**config.mk**
```make
export PLATFORM = sky130hd
export DESIGN_NAME = bit_stream_ser_flat
export DESIGN_NICKNAME = d
export VERILOG_FILES = /design/src/rtl/bit_stream_pkg.sv /design/src/rtl/bit_stream_ser_if.sv /design/src/rtl/bit_stream_ser_sr.sv /design/src/rtl/bit_stream_ser.sv /design/src/flat_wrapper.sv
export SDC_FILE = /design/constraint.sdc
export NUM_CORES = 1
export LEC_CHECK = 0
export ABC_AREA = 1
export CAP_MARGIN = 20
export CORE_AREA = 2 2 39 41
export DETAILED_ROUTE_END_ITERATION = 8
export DIE_AREA = 0 0 41 43
export HOLD_SLACK_MARGIN = 0.15
export SYNTH_ARGS = -nofsm -noshare
export SYNTH_HDL_FRONTEND = slang
export SYNTH_HIERARCHICAL = 1
export SYNTH_SLANG_ARGS = --single-unit
```
**constraint.sdc**
```tcl
create_clock -name clk -period 1.6 [get_ports clk]
set_input_delay 0.16 -clock clk [delete_from_list [all_inputs] [get_ports clk]]
set_output_delay 0.16 -clock clk [all_outputs]
set_load 0.01 [all_outputs]
```
**src/rtl/bit_stream_pkg.sv**
```systemverilog
`default_nettype none
// ============================================================================
//  Module      : bit_stream_pkg
//  Description : Shared types and constants for the bit stream serializer.
//                Holds the serializer FSM state enum and the default idle
//                level of the serial output. The PARITY state exists only
//                when SER_PARITY_EN is defined.
//  Revision    : 1.0 - initial release
// ============================================================================
package bit_stream_pkg;

  // Level driven on serial_out while no word is in flight.
  localparam logic C_IDLE_VALUE = 1'b1;

`ifdef SER_PARITY_EN
  typedef enum logic [1:0] {
    ST_IDLE   = 2'd0,
    ST_SHIFT  = 2'd1,
    ST_PARITY = 2'd2
  } ser_state_t;
`else
  typedef enum logic [0:0] {
    ST_IDLE  = 1'b0,
    ST_SHIFT = 1'b1
  } ser_state_t;
`endif

endpackage
`default_nettype wire

```
**src/rtl/bit_stream_ser_if.sv**
```systemverilog
`default_nettype none
// ============================================================================
//  Module      : bit_stream_ser_if
//  Description : Parallel-in / serial-out handshake bundle.
//                master : word source (drives data_in, data_valid)
//                slave  : serializer (drives data_ready, serial_out, busy,
//                         word_done)
//  Parameters  : DATA_WIDTH - parallel word width
//  Revision    : 1.0 - initial release
// ============================================================================
interface bit_stream_ser_if #(
  parameter int DATA_WIDTH = 4
);
  logic [DATA_WIDTH-1:0] data_in;
  logic                  data_valid;
  logic                  data_ready;
  logic                  serial_out;
  logic                  busy;
  logic                  word_done;

  modport master (
    output data_in,
    output data_valid,
    input  data_ready,
    input  serial_out,
    input  busy,
    input  word_done
  );

  modport slave (
    input  data_in,
    input  data_valid,
    output data_ready,
    output serial_out,
    output busy,
    output word_done
  );
endinterface
`default_nettype wire

```
**src/rtl/bit_stream_ser_sr.sv**
```systemverilog
`default_nettype none
// ============================================================================
//  Module      : flex_pts_sr
//  Description : Loadable MSB-first parallel-to-serial shift register.
//                load has priority over shift; zeros fill from the LSB.
//  Ports       : clk, rst (async, active-high), load, shift,
//                din[WIDTH-1:0] parallel word, msb_out current serial bit
//  Parameters  : WIDTH - register width (>= 2)
//  Revision    : 1.0 - initial release
// ============================================================================
module flex_pts_sr #(
  parameter int WIDTH = 4
) (
  input  wire logic             clk,
  input  wire logic             rst,
  input  wire logic             load,
  input  wire logic             shift,
  input  wire logic [WIDTH-1:0] din,
  output logic                  msb_out
);

  logic [WIDTH-1:0] data_q;
  logic [WIDTH-1:0] data_d;

  always_comb begin
    data_d = data_q;
    if (load) begin
      data_d = din;
    end else if (shift) begin
      data_d = {data_q[WIDTH-2:0], 1'b0};
    end
  end

  always_ff @(posedge clk or posedge rst) begin
    if (rst) begin
      data_q <= '0;
    end else begin
      data_q <= data_d;
    end
  end

  assign msb_out = data_q[WIDTH-1];

endmodule
`default_nettype wire

```
**src/rtl/bit_stream_ser.sv**
```systemverilog
`default_nettype none
// ============================================================================
//  Module      : bit_stream_ser
//  Description : Serializes DATA_WIDTH-bit words MSB first onto serial_out
//                with a valid/ready handshake. Back-to-back words stream
//                without idle gaps. Optional even-parity bit after the LSB
//                when the macro SER_PARITY_EN is defined.
//  Ports       : clk  - system clock
//                rst  - asynchronous active-high reset
//                bus  - bit_stream_ser_if.slave (data_in, data_valid,
//                       data_ready, serial_out, busy, word_done)
//  Parameters  : DATA_WIDTH (2..32), IDLE_VALUE
//  Revision    : 1.0 - initial release
// ============================================================================
import bit_stream_pkg::*;

module bit_stream_ser #(
  parameter int   DATA_WIDTH = 4,
  parameter logic IDLE_VALUE = C_IDLE_VALUE
) (
  input  wire logic          clk,
  input  wire logic          rst,
  bit_stream_ser_if.slave    bus
);

  localparam int                IDX_W  = $clog2(DATA_WIDTH);
  localparam logic [IDX_W-1:0]  C_LAST = IDX_W'(DATA_WIDTH - 1);

  ser_state_t       state_q, state_d;
  logic [IDX_W-1:0] index_q, index_d;
  logic             w_load;
  logic             w_shift;
  logic             w_sr_bit;
  logic             w_last;
  logic             w_ready;
  logic             w_accept;

`ifdef SER_PARITY_EN
  logic parity_q, parity_d;
`endif

  flex_pts_sr #(
    .WIDTH (DATA_WIDTH)
  ) u_sr (
    .clk     (clk),
    .rst     (rst),
    .load    (w_load),
    .shift   (w_shift),
    .din     (bus.data_in),
    .msb_out (w_sr_bit)
  );

  // Final cycle of a word: this is where the next word may be taken.
`ifdef SER_PARITY_EN
  assign w_last = (state_q == ST_PARITY);
`else
  assign w_last = (state_q == ST_SHIFT) && (index_q == C_LAST);
`endif

  assign w_ready  = (state_q == ST_IDLE) || w_last;
  assign w_accept = bus.data_valid && w_ready;

  always_comb begin
    state_d = state_q;
    index_d = index_q;
    w_load  = 1'b0;
    w_shift = 1'b0;
`ifdef SER_PARITY_EN
    parity_d = parity_q;
`endif
    case (state_q)
      ST_IDLE: begin
        if (w_accept) begin
          state_d = ST_SHIFT;
          index_d = '0;
          w_load  = 1'b1;
        end
      end
      ST_SHIFT: begin
        if (index_q == C_LAST) begin
          index_d = '0;
`ifdef SER_PARITY_EN
          state_d = ST_PARITY;
`else
          if (w_accept) begin
            state_d = ST_SHIFT;
            w_load  = 1'b1;
          end else begin
            state_d = ST_IDLE;
          end
`endif
        end else begin
          index_d = index_q + 1'b1;
          w_shift = 1'b1;
        end
      end
`ifdef SER_PARITY_EN
      ST_PARITY: begin
        if (w_accept) begin
          state_d = ST_SHIFT;
          index_d = '0;
          w_load  = 1'b1;
        end else begin
          state_d = ST_IDLE;
        end
      end
`endif
      default: begin
        state_d = ST_IDLE;
        index_d = '0;
      end
    endcase
`ifdef SER_PARITY_EN
    // Parity is fixed at capture so later data_in changes cannot leak in.
    if (w_load) begin
      parity_d = ^bus.data_in;
    end
`endif
  end

  always_ff @(posedge clk or posedge rst) begin
    if (rst) begin
      state_q <= ST_IDLE;
      index_q <= '0;
`ifdef SER_PARITY_EN
      parity_q <= 1'b0;
`endif
    end else begin
      state_q <= state_d;
      index_q <= index_d;
`ifdef SER_PARITY_EN
      parity_q <= parity_d;
`endif
    end
  end

  // Outputs decode registered state only, so reset forces them at once.
  always_comb begin
    bus.serial_out = IDLE_VALUE;
    case (state_q)
      ST_SHIFT:  bus.serial_out = w_sr_bit;
`ifdef SER_PARITY_EN
      ST_PARITY: bus.serial_out = parity_q;
`endif
      default:   bus.serial_out = IDLE_VALUE;
    endcase
  end

  assign bus.busy       = (state_q != ST_IDLE);
  assign bus.data_ready = w_ready;
  assign bus.word_done  = w_last;

endmodule
`default_nettype wire

```
**src/flat_wrapper.sv**
```systemverilog
// flat-port wrapper written by rule: the top's interface ports become plain ports
module bit_stream_ser_flat 
#(
  parameter int   DATA_WIDTH = 4,
  parameter logic IDLE_VALUE = C_IDLE_VALUE
)
  (clk, rst, bus_data_in, bus_data_valid, bus_data_ready, bus_serial_out, bus_busy, bus_word_done);
  bit_stream_ser_if #(.DATA_WIDTH(DATA_WIDTH)) bus_i ();
  input  wire logic clk;
  input  wire logic rst;
  input wire logic [$bits(bus_i.data_in)-1:0] bus_data_in;
  input wire logic [$bits(bus_i.data_valid)-1:0] bus_data_valid;
  output wire logic [$bits(bus_i.data_ready)-1:0] bus_data_ready;
  output wire logic [$bits(bus_i.serial_out)-1:0] bus_serial_out;
  output wire logic [$bits(bus_i.busy)-1:0] bus_busy;
  output wire logic [$bits(bus_i.word_done)-1:0] bus_word_done;
  assign bus_i.data_in = bus_data_in;
  assign bus_i.data_valid = bus_data_valid;
  assign bus_data_ready = bus_i.data_ready;
  assign bus_serial_out = bus_i.serial_out;
  assign bus_busy = bus_i.busy;
  assign bus_word_done = bus_i.word_done;
  bit_stream_ser #(.DATA_WIDTH(DATA_WIDTH), .IDLE_VALUE(IDLE_VALUE)) u_core (.clk(clk), .rst(rst), .bus(bus_i));
endmodule
```
After elaboration in Yosys (flattened, before gate mapping)
Index checks and enable logic that the tools add are counted.

storage, ports and cells
  flip-flop bits (word level) = 7

operators by class
  add/sub/neg operators = 1
  equality and inequality tests = 2
  mux-type cells = 13
  bitwise gates (word level) = 1
  reductions and logical operators = 4

operator list
  operator                                               count
  2-to-1 mux 4 bit                                       2
  2-to-1 mux 1 bit                                       6
  2-to-1 mux 2 bit                                       2
  case mux 1 bit (2 select lines)                        2
  case mux 2 bit (2 select lines)                        1
  adder 2 x 1 -> 2 bit, second input constant            1
  == test 2 bit, second input constant                   1
  logical AND 1 bit                                      2
  inequality test 2 x 1 -> 1 bit, second input constant  1
  nonzero test 2 bit                                     1
  logical OR 1 bit                                       1
  inverter 1 bit                                         1

Logic depth before layout (Yosys ltp)
  depth in word-level cells = 8
  gate-level depth with buffers = 6
  mapped depth without buffers = 6

Cells and area by module
Netlist, hierarchy kept.

by module, submodules not included
  module          instances  cells each  area each (sq um)
  flex_pts_sr     1          22          177.7
  bit_stream_ser  1          22          167.7

Worst setup path before layout
Ideal clock, no wire load.

  path type = flip-flop to flip-flop
  start = reg u_core.index_q[0]
  end = reg u_core.u_sr.data_q[1]
  setup time = 0.124 ns
  arrival = 1.132 ns
  data required time = 1.476 ns
  setup slack = 0.344 ns
  cell stages (with the launch flop) = 7
  path buffers = 0
  clock period less this slack = 1.256 ns
  cells stage by stage = dfrtp_1 -> ha_1 -> nor2_4 -> nor2_1 -> nor2_2 -> nand2_1 -> nand3_1

RTL lines
  item                                 line                     text
  start: declaration                   bit_stream_ser.sv:30     logic [IDX_W-1:0] index_q, index_d;
  start signal: assignment             bit_stream_ser.sv:130    index_q <= index_d;
  == test 2 bit                        bit_stream_ser.sv:80     if (index_q == C_LAST) begin
  2-to-1 mux 1 bit                     bit_stream_ser.sv:80
  2-to-1 mux 1 bit                     bit_stream_ser.sv:71     case (state_q)
  net u_core.w_shift                   bit_stream_ser.sv:32     logic w_shift;
  nonzero test 2 bit (no source line)  --
  end signal: assignment               bit_stream_ser_sr.sv:38  data_q <= data_d;
  end: declaration                     bit_stream_ser_sr.sv:22  logic [WIDTH-1:0] data_q;

The timed path passes the listed nets, and every way through them passes these cells.
A chain may end at the register's enable or synchronous reset.

Worst setup path after layout
  start = reg u_core.state_q, in the netlist u_core/bus.busy
  end = out bus_serial_out

on the way
  longest elaborated chain between the ends = 1

RTL lines
  item                      line                   text
  start: declaration        bit_stream_ser.sv:29   ser_state_t state_q, state_d;
  start signal: assignment  bit_stream_ser.sv:129  state_q <= state_d;
  2-to-1 mux 1 bit          bit_stream_ser.sv:140  case (state_q)
  end: declaration          flat_wrapper.sv:14     output wire logic [$bits(bus_i.serial_out)-1:0] bus_serial_out;

Every way passes these cells.

==> impl_metrics.py <==
metrics = {
    "timing": {
        "hold_viol": 0,
        "fin_hold_ws_ns": 0.442,
        "setup_viol": 0,
        "fin_crit_ns": 1.53,
        "tightest_slew_ns": 0.159,
        "worst_clock_skew_ns": 0.00496,
        "min_period_over_period_pct": 95.7,
        "fmax_ghz": 0.653,
        "tns_ns": 0,
        "rsz0062_at_grt": "no",
        "slew_headroom_pct": 89.3,
        "finalMaxSlewViolations": 0,
    },
    "synthesis": {
        "yosysWarnings": 6,
        "synth-main-ff-cell": "dfrtp_1",
        "seq_area_frac_synth_pct": 50.7,
        "synth_area_leader_cell": "dfrtp_1",
        "synthDistinctLibCells": 11,
        "ys_top_cells_by_area": "dfrtp_1 (51%), nand2_1 (17%), nand3_1 (8.7%)",
        "ys_ff_latch": 7,
        "syn_nets": 52,
        "ys_async_sr_fraction_pct": 100,
        "syn_inst": 44,
        "netlist_top_cells_count": "nand2_1 (16), dfrtp_1 (7), nand3_1 (6)",
        "yosysMostFrequentCell": "nand2_1",
        "synth-edff-count": 0,
        "avgSynthCellArea_um2": 7.85,
        "syn_area_um2": 345,
        "synth_top_area_share_pct": 50.7,
    },
    "critical_path": {
        "cp_slowest_cell": "clkdlybuf4s50_1",
        "critPathKind": "reg2out",
        "cpPeakStageDelay_ns": 0.52,
        "crit_path_max_fanout": 5,
        "startpoint_type": "flip-flop",
        "arrival_ns": 1.37,
        "required_ns": 1.44,
        "endpoint_kind": "primary output",
        "critical_path.cell_chain": "inv_2 > or2_1 > clkdlybuf4s50_1",
    },
    "clock_tree": {
        "clk_pin_slew_worst_paths_ns": 0.05,
        "insertion_delay_ns": 0.25,
        "clock_sinks": 7,
        "root_buffer": "clkbuf_4",
        "cts_htree_levels": 1,
        "clock_path_buffers": 2,
        "cts_buffers": 3,
        "cts_tree": "yes",
    },
    "die": {
        "die_x_um": 41,
        "row_count": 14,
        "num_io_pins": 11,
        "fp.coreArea_mm2": 0.00138,
        "floorplan.die_area_mm2": 0.00176,
        "die_h_um": 43,
        "start_util_pct": 25.0,
    },
    "routing": {
        "viasPerCell": 3.91,
        "drtIter0Drc": 5,
        "routed_wl_um": 707,
        "first_pass_iters": 4,
        "ant_nets": 0,
        "wire_per_inst_um": 9.06,
        "drc": 0,
        "dr_total_vias": 305,
    },
    "final_layout": {
        "drive_above_1_share_pct": 22.6,
        "fill_cells": 144,
        "area_growth_pct": 56.2,
        "antenna_cells": 0,
        "final_util_pct": 39.0,
        "final_nets": 71,
    },
    "placement": {
        "place_hpwl_um": 524,
        "gp_congestion": 0.666,
        "numPortBuffers": 10,
    },
    "global_route": {
        "antenna_found_initial": 0,
        "grt_pass1_wl_um": 1090,
        "grt_overflow": 0,
        "grt_max_degree": 7,
        "grt_pass1_vias": 276,
        "grtUsageTotal_pct": 10.4,
    },
    "power_and_ir_drop": {
        "cellPowerDensity_mw_per_mm2": 1740,
        "switching_share_pct": 37.3,
        "p_int_mw": 0.589,
        "seqPwrFrac_pct": 32.9,
        "ir_drop_mv": 0.615,
        "clockPowerShare_pct": 16.9,
        "leakage_nw": 0.291,
        "comb_power_share_pct": 50.2,
        "power_mw": 0.939,
        "switchingPower_mw": 0.350,
    },
    "worst_hold_path": {
        "hp-class": "in2reg",
    },
    "job": {
        "cap_viol_max_count": 0,
    },
    "status": {
        "outcome": "finished, final reports clean",
    },
}
[through the flow]
stage          area [um2]  worst slack [ns]  instances
2_1_floorplan         345             0.344         44
3_3_place_gp          480             0.164         72
3_5_place_dp          480             0.163         72
4_1_cts               529           0.00959         77
5_1_grt               539           0.00371         78
6_report              539            0.0690         78
[state kept, by name (all words and copies together), names as in the netlist]
signal and cells:
u_core/u_sr/data_q 4, u_core/index_q 2, u_core/bus.busy 1
[area by class of cell]
| cell class | instances | area (um2) | area share [%] |
|---|---|---|---|
| Sequential cell | 7 | 176 | 32.7 |
| Clock buffer | 4 | 26.3 | 4.87 |
| Timing Repair Buffer | 14 | 134 | 24.8 |
| Inverter | 7 | 26.3 | 4.87 |
| Tap cell | 16 | 20.0 | 3.71 |
| Multi-Input combinational cell | 30 | 156 | 29.0 |
[power groups by stage]
stage	registers [mW]	clock network [mW]	logic [mW]
finish	0.309	0.159	0.471
global route	0.319	0.172	0.540
CTS	0.310	0.164	0.462
detailed placement	0.299	0	0.452
global placement	0.298	0	0.457
floorplan	0.293	0	0.265
[worst max-delay path, delay by kind of cell (launching register included)]
| family | cells | cell delay (ns) |
|---|---|---|
| AND/OR/NAND/NOR | 1 | 0.10 |
| buffers and inverters | 2 | 0.60 |
| flip-flops | 1 | 0.43 |
[final timing paths]
path | start | end | slack [ns] | cells after the start
worst min-delay path | bus_data_in[0] | u_core/u_sr/data_q[0]$_DFFE_PP0P_ | 0.44 | 3
worst min register to register | u_core/u_sr/data_q[0]$_DFFE_PP0P_ | u_core/u_sr/data_q[0]$_DFFE_PP0P_ | 0.47 | 2
min in group asynchronous | rst | u_core/index_q[1]$_DFFE_PP0P_ | 0.67 | 3
worst max register to register | u_core/index_q[0]$_DFFE_PP0P_ | u_core/u_sr/data_q[1]$_DFFE_PP0P_ | 0.31 | 7
max in group asynchronous | rst | u_core/u_sr/data_q[0]$_DFFE_PP0P_ | 0.77 | 3
worst max-delay path | u_core/bus.busy$_DFF_PP0_ | bus_serial_out | 0.07 | 3
[layout by cell type (no fill, tap or decap)]
master and count:
buf_4 3, clkbuf_1 1, clkbuf_4 3, clkdlybuf4s50_1 8
dfrtp_1 6, dfrtp_2 1, dlygate4sd2_1 1, dlygate4sd3_1 1
dlymetal6s2s_1 1, ha_4 1, inv_1 4, inv_2 3
nand2_1 16, nand2_2 1, nand3_1 6, nor2_1 3
nor2_2 1, nor2_4 1, or2_1 1
[timing repair]
item                       4_1_cts  5_1_grt
hold buffers                     1        0
setup endpoints to repair        3        2
pin swaps                        1        0
hold endpoints to repair         7        0
resized for setup                4        1
buffers inserted                 0        1
[metal layers]
metal  track usage (%)  routed length [um]  up-vias
li1                  -                   -      169
met1              13.5                 322      128
met5                 0                   0        -
met2              10.9                 355        8
met4              14.0                   0        0
met3              3.14                  30        0
[kinds of logic (layout without fill, tap and decap cells)]
| family | Yosys count | count (layout) | synth area share, % |
|---|---|---|---|
| adders and majority gates | 1 | 1 | 3.62 |
| DFF | 7 | 7 | 50.7 |
| buffers and inverters | 7 | 25 | 7.61 |
| and+or+nand+nor | 29 | 29 | 38.0 |
Power figures use the tool's default switching activity.
